[config.mk]
export PLATFORM = sky130hd
export DESIGN_NAME = add_issue_stage
export DESIGN_NICKNAME = d
export VERILOG_FILES = /design/src/rtl/add_issue_stage.sv
export SDC_FILE = /design/constraint.sdc
export NUM_CORES = 1
export LEC_CHECK = 0
export CAP_MARGIN = 5
export CORE_ASPECT_RATIO = 0.9
export CORE_MARGIN = 2
export CORE_UTILIZATION = 40
export CTS_CLUSTER_DIAMETER = 60
export CTS_CLUSTER_SIZE = 25
export DETAILED_ROUTE_END_ITERATION = 16
export GPL_ROUTABILITY_DRIVEN = 0
export PLACE_DENSITY_LB_ADDON = 0.15
export SLEW_MARGIN = 20
export SYNTH_ARGS = -nofsm -noshare
export SYNTH_HDL_FRONTEND = slang
export SYNTH_SLANG_ARGS = --single-unit
[constraint.sdc]
create_clock -name clk -period 2.2 [get_ports clk]
set_input_delay 0.44 -clock clk [delete_from_list [all_inputs] [get_ports clk]]
set_output_delay 0.44 -clock clk [all_outputs]
set_load 0.05 [all_outputs]
[src/rtl/add_issue_stage.sv]
// add_issue_stage
//
// Operand issue and result capture stage wrapped around an external 16-bit
// prefix adder. Operand pairs arrive over a valid/ready stream and are
// registered in S1. S1 drives the adder terms combinationally. The adder
// result is captured in S2 together with carry/zero/overflow flags. A 16-bit
// running accumulator lets ACC ops sum a stream of words without external
// feedback.
//
// Ops: 00 ADD (a+b), 01 SUB (a-b), 10 ACC (acc+b), 11 CLR (result and acc = 0).
//
// Configuration macro:
//   ADD_ISSUE_SAT_EN - when defined, ADD/SUB/ACC results that overflow
//                      (signed) clamp to 0x7FFF / 0x8000.
//
// Ports:
//   clk, rst_n                 clock, asynchronous active-low reset
//   in_valid/in_ready          operand stream handshake
//   in_a, in_b, in_op          operands and opcode
//   add_term0/add_term1/add_cin  to adder inputs
//   add_sum/add_cout           from adder outputs
//   out_valid/out_ready        result stream handshake
//   out_sum, out_c/out_z/out_v result and carry/zero/signed-overflow flags
module add_issue_stage (
    input  logic        clk,
    input  logic        rst_n,
    input  logic        in_valid,
    output logic        in_ready,
    input  logic [15:0] in_a,
    input  logic [15:0] in_b,
    input  logic [1:0]  in_op,
    output logic [15:0] add_term0,
    output logic [15:0] add_term1,
    output logic        add_cin,
    input  logic [15:0] add_sum,
    input  logic        add_cout,
    output logic        out_valid,
    input  logic        out_ready,
    output logic [15:0] out_sum,
    output logic        out_c,
    output logic        out_z,
    output logic        out_v
);

    localparam logic [1:0] OP_ADD = 2'b00;
    localparam logic [1:0] OP_SUB = 2'b01;
    localparam logic [1:0] OP_ACC = 2'b10;
    localparam logic [1:0] OP_CLR = 2'b11;

    logic        s1_valid;
    logic [15:0] s1_a;
    logic [15:0] s1_b;
    logic [1:0]  s1_op;
    logic [15:0] acc;

    logic        s2_load;
    logic        raw_v;
    logic [15:0] next_sum;
    logic        next_c;
    logic        next_z;
    logic        next_v;

    // S2 takes the S1 op whenever it is empty or its result leaves this cycle;
    // S1 can refill on the same edge it empties, giving one op per cycle.
    assign s2_load  = s1_valid && (!out_valid || out_ready);
    assign in_ready = !s1_valid || s2_load;

    // Subtraction is a + ~b + 1; ACC substitutes the accumulator for a, so
    // in_a is ignored for ACC.
    always_comb begin
        add_term0 = s1_a;
        add_term1 = s1_b;
        add_cin   = 1'b0;
        case (s1_op)
            OP_SUB: begin
                add_term1 = ~s1_b;
                add_cin   = 1'b1;
            end
            OP_ACC: add_term0 = acc;
            OP_CLR: begin
                add_term0 = 16'h0000;
                add_term1 = 16'h0000;
            end
            default: ;
        endcase
    end

    // Signed overflow: both driven terms have the same sign and the sum does not.
    assign raw_v = (add_term0[15] == add_term1[15]) && (add_sum[15] != add_term0[15]);

    always_comb begin
        next_sum = add_sum;
        next_c   = add_cout;
        next_v   = raw_v;
`ifdef ADD_ISSUE_SAT_EN
        // Clamp toward the sign of the operands; carry stays raw.
        if (raw_v) begin
            next_sum = add_term0[15] ? 16'h8000 : 16'h7FFF;
        end
`endif
        if (s1_op == OP_CLR) begin
            next_sum = 16'h0000;
            next_c   = 1'b0;
            next_v   = 1'b0;
        end
        next_z = (next_sum == 16'h0000);
    end

    // S1 operand register.
    always_ff @(posedge clk or negedge rst_n) begin
        if (!rst_n) begin
            s1_valid <= 1'b0;
            s1_a     <= 16'h0000;
            s1_b     <= 16'h0000;
            s1_op    <= OP_ADD;
        end else if (in_ready) begin
            s1_valid <= in_valid;
            if (in_valid) begin
                s1_a  <= in_a;
                s1_b  <= in_b;
                s1_op <= in_op;
            end
        end
    end

    // S2 result register; out_valid stays high when a new load replaces a
    // result that was just handshaked.
    always_ff @(posedge clk or negedge rst_n) begin
        if (!rst_n) begin
            out_valid <= 1'b0;
            out_sum   <= 16'h0000;
            out_c     <= 1'b0;
            out_z     <= 1'b0;
            out_v     <= 1'b0;
        end else if (s2_load) begin
            out_valid <= 1'b1;
            out_sum   <= next_sum;
            out_c     <= next_c;
            out_z     <= next_z;
            out_v     <= next_v;
        end else if (out_ready) begin
            out_valid <= 1'b0;
        end
    end

    // Accumulator updates on the edge the ACC/CLR leaves S1, so a following
    // ACC sitting in S1 already sees the new value without forwarding.
    always_ff @(posedge clk or negedge rst_n) begin
        if (!rst_n) begin
            acc <= 16'h0000;
        end else if (s2_load) begin
            if (s1_op == OP_ACC) begin
                acc <= next_sum;
            end else if (s1_op == OP_CLR) begin
                acc <= 16'h0000;
            end
        end
    end

endmodule

* Word-level counts from Yosys, hierarchy flattened
Cells that the tools add are included.
** Cells by class
- Equal/unequal tests :: 5
- Shift operators :: 0
- Divide/modulo/power cells :: 0
- Multiply operators :: 0
- Bitwise logic cells :: 1
- Reductions and logical operators :: 11
- Add/subtract/negate cells :: 0
- $lt $le $gt $ge :: 0
- Mux-type cells :: 10
** Operators with widths (number)
- $pmux W16 S2 :: 2
- $mux W16 :: 3
- $logic_not A16 Y1 :: 1
- $not A16 Y16 :: 1
- $mux W1 :: 5
- $eq A2 B2 Y1 const B :: 2
- $reduce_and A2 Y1 :: 2
- $reduce_bool A2 Y1 :: 2
- $eq A2 B1 Y1 const B :: 1
- $logic_and A1 B1 Y1 :: 2
- $logic_not A1 Y1 :: 2
- $logic_or A1 B1 Y1 :: 2
- $eq A1 B1 Y1 :: 1
- $ne A1 B1 Y1 :: 1
** Word-level totals
- Register bits after elaboration :: 71
- Latch bits :: 0
- RAM bits :: 0
- Memories :: 0
- Output and inout bits :: 54
- Memory bits (read-only) :: 0

* Longest topological paths before layout
- Depth in word-level cells :: 5
- Depth in mapped cells :: 5
- Depth with buffers taken out :: 4

* Least setup slack after synthesis
No wires, ideal clock.
- Path kind :: reg-to-output
- Start point :: register s1_op[1]
- End point :: output port add_term0[0]
- Stages on the path, launching flop included :: 4
- Path slack :: -0.087 ns
- Arrival time :: 1.847 ns
- Buffers on the path :: 2
- Path through :: dfrtp_1 > buf_2 > clkbuf_1 > o21ai_0
** Between the ends
- Word-level cells in the longest chain between the ends :: 2
** Ends and longest elaborated chain
- start, declared :: line 53 : logic [1:0] s1_op;
- start signal, assigned :: line 121 : s1_op <= in_op;
- $eq A2 B2 Y1 :: line 74 : case (s1_op)
- $pmux W16 S2 (*) :: line 74
- end, declared :: line 32 : output logic [15:0] add_term0,
Every way passes the cells marked *; elsewhere a longest branch is shown, timed or not.

* Worst setup path in the final report
- Start point :: register s1_op[1]
- End point :: output port add_term1[15]
** Between the ends
- Word-level cells in the longest chain between the ends :: 2
** Ends and longest elaborated chain
- $eq A2 B2 Y1 or $eq A2 B1 Y1 (tied branches) :: line 74
- $pmux W16 S2 (*) :: line 74
- end, declared :: line 33 : output logic [15:0] add_term1,
Marks and branches as above.

==> flow_metrics.py <==
metrics = {
    "status": {
        "status": "finished clean",
    },
    "final_layout": {
        "antenna_cells": 0,
        "utilization_pct": 62.3,
        "syn_to_final_growth_pct": 52.3,
        "nets": 479,
        "drive_gt1_share_pct": 22.8,
        "final_cell_area_sq_um": 4980,
        "fill_cells": 675,
    },
    "logic_synthesis": {
        "synthSimpleGateAreaFrac_pct": 14.5,
        "syn_area_per_cell_sq_um": 10.4,
        "synth_compound_area_share_pct": 8.26,
        "syn_area_sq_um": 3270,
        "synthCells": 314,
        "synth_cell_types": 24,
        "synth.largest_area_cell": "dfrtp_1",
        "synth_nets": 369,
        "synth-xor-area-share_pct": 0,
        "synthAdderAreaFrac_pct": 0,
        "yosys_warnings": 0,
        "synth_top_family_by_area": "multiplexers",
        "ys_seq_area_share_pct": 54.3,
        "yosys-top-cells-area": "dfrtp_1 (54%), mux2_2 (12%), nand2_1 (7.6%)",
        "yosysTopAreaCellShare_pct": 54.3,
        "synthMuxAreaShare_pct": 17.6,
        "ys_ff_latch": 71,
    },
    "sta": {
        "whs_ns": 0.0348,
        "fmax_mhz": 493,
        "setup_viol": 0,
        "slew_viol_final": 0,
        "rsz0062_at_grt": "no",
        "fin_crit_sh_pct": 92.2,
        "tns_ns": 0,
        "finClkSkew_ns": 0.00684,
        "tightest_slew_ns": 0.505,
        "min_period_ns": 2.03,
        "relSlewSlack_pct": 66.2,
        "final_hold_viol_count": 0,
    },
    "pwr": {
        "cell_internal_pwr_mw": 3.02,
        "leakage_nw": 2.25,
        "switching_share_pct": 37.4,
        "power_density_nw_per_um2": 970,
        "power.switching_mw": 1.81,
        "p_comb_share_pct": 44.2,
        "power_mw": 4.83,
        "p_clk_share_pct": 21.1,
        "pwr-share-seq_pct": 34.7,
        "ir_worst_vdd_uv": 543,
    },
    "critical_path": {
        "crit_family": "flip-flops",
        "cp.buffers_inverters": 2,
        "worstPathRequired_ns": 1.76,
        "worstSetupPathType": "reg2out",
        "critPathMaxFanout": 15,
        "crit_cells": 4,
        "reg2reg_depth": 5,
        "cp_slowest_cell": "dfrtp_1",
        "worstSetupEndpointType": "output pin",
        "crit_arrival_ns": 1.59,
        "path_cells": "nand2b_1 > buf_12 > mux2i_1 > buf_12",
        "worst_path_most_repeated_cell": "buf_12",
        "start_kind": "flip-flop",
        "critPathMaxStageDelay_ns": 0.38,
    },
    "grt": {
        "grt.total_usage_pct": 19.0,
        "grt_pass1_wl_microns": 13400,
        "gr-usage-met1_pct": 23.5,
        "first_global_vias": 2723,
        "grt_max_degree": 37,
        "busiest_layer": "met2",
        "overflow": 0,
        "met3_usage_pct": 5.91,
        "globalRouteMet2Util_pct": 31.7,
        "antenna_found_initial": 0,
    },
    "clock_network": {
        "clk_pin_slew_ns": 0.07,
        "htree_levels": 3,
        "root_buffer": "clkbuf_8",
        "cts_tree": "built",
        "cts-buffers-inserted": 9,
        "clkSinkCount": 71,
        "post_cts.repair.setup_buffers": 0,
        "max-clock-path-buffers": 2,
        "post_cts_resized": 0,
        "ctsHoldBuffers": 0,
        "insertion_delay_ns": 0.34,
    },
    "place": {
        "place_area_sq_um": 4790,
        "place_hpwl_microns": 5900,
        "io_buffers": 108,
    },
    "job": {
        "cap_violations": 0,
    },
    "floorplan": {
        "dieArea_sq_um": 8920,
        "initial_core_util_pct": 40.9,
        "core-area_sq_um": 7990,
        "die_y_microns": 89.8,
        "die_x_microns": 99.3,
        "ios": 109,
        "core.rowCount": 31,
    },
    "drt": {
        "dr.pass1.iters": 4,
        "ant_nets": 0,
        "wire_per_inst_microns": 15.1,
        "wl_microns": 7950,
        "via_per_inst": 4.88,
        "remaining_drc_errors": 0,
        "vias": 2574,
        "drt_iter0_drc": 74,
    },
    "hold_path": {
        "min_path_type": "in2async",
    },
}
## per-stage QoR
step,std cells,worst slack (ns)
3_3_place_gp,512,0.229
3_5_place_dp,512,0.188
5_1_grt,528,0.0437
6_report,528,0.172
2_1_floorplan,314,-0.0867
4_1_cts,528,0.115
## layer usage
| layer | part of all wire, % | vias to the layer above |
|---|---|---|
| li1 | - | 1265 |
| met1 | 44 | 1224 |
| met2 | 50 | 73 |
| met3 | 5.1 | 12 |
| met4 | 1.6 | 0 |
| met5 | 0 | - |
## state kept, by name, indices dropped and copies added (netlist names)
signal	count
s1_b	16
out_v	1
s1_valid	1
acc	16
out_c	1
out_z	1
out_sum	16
s1_op	2
out_valid	1
s1_a	16
## final timing paths
| kind | from | to | slack, ns |
|---|---|---|---|
| min reg2reg | acc[13] | acc[13] | 0.48 |
| max | s1_op[1] | add_term1[15] | 0.17 |
| min | rst_n | out_sum[9] | 0.03 |
| max reg2reg | s1_op[1] | out_v | 0.65 |
| min in group clk | acc[13] | acc[13] | 0.48 |
| max in group asynchronous | rst_n | acc[14] | 1.50 |
## kinds of logic (layout without fill, tap and decap cells)
| logic type | after synthesis | in the layout |
|---|---|---|
| compound gates | 53 | 53 |
| buf+inv | 36 | 151 |
| flops | 71 | 71 |
| mux | 53 | 53 |
| simple gates | 101 | 101 |
## Yosys cell counts, drive strengths merged
library cell	count
nand3	1
nand2	69
nor4	4
dfrtp	71
clkbuf	4
a21o	1
nor2	1
o21ai	48
nand3b	1
a21oi	2
o22ai	2
nand2b	20
mux2	35
nor2b	3
inv	17
and3b	1
mux2i	18
buf	15
nand4	1
## power groups by stage
stage | sequential (mW) | combinational (mW) | clock (mW)
6_report | 1.67 | 2.14 | 1.02
3_5_place_dp | 1.70 | 2.16 | 0
4_1_cts | 1.68 | 2.16 | 1.07
3_3_place_gp | 1.69 | 2.13 | 0
2_1_floorplan | 1.91 | 0.949 | 0
5_1_grt | 1.71 | 2.25 | 1.14
## layout make-up
type	instances	area, sq um	share of cell area (%)
Tap cell	99	124	2.49
Clock inverter	4	45.0	0.904
Inverter	17	63.8	1.28
Timing Repair Buffer	118	1510	30.2
Clock buffer	12	145	2.91
Multi-Input combinational cell	207	1320	26.5
Sequential cell	71	1780	35.7
## cells in the final DEF (no fill, tap or decap), drive strengths merged
cell and n:
nor2b 3, nand2b 20, o21ai 48, bufinv 1, nor4 4, clkinv 3, mux2i 18, nor2 1
o22ai 2, clkbuf 12, nand4 1, a21oi 2, nand3b 1, and3b 1, nand2 69, mux2 35
inv 17, clkdlybuf4s50 73, dfrtp 71, buf 45, a21o 1, nand3 1
(Power assumes the default switching activity.)
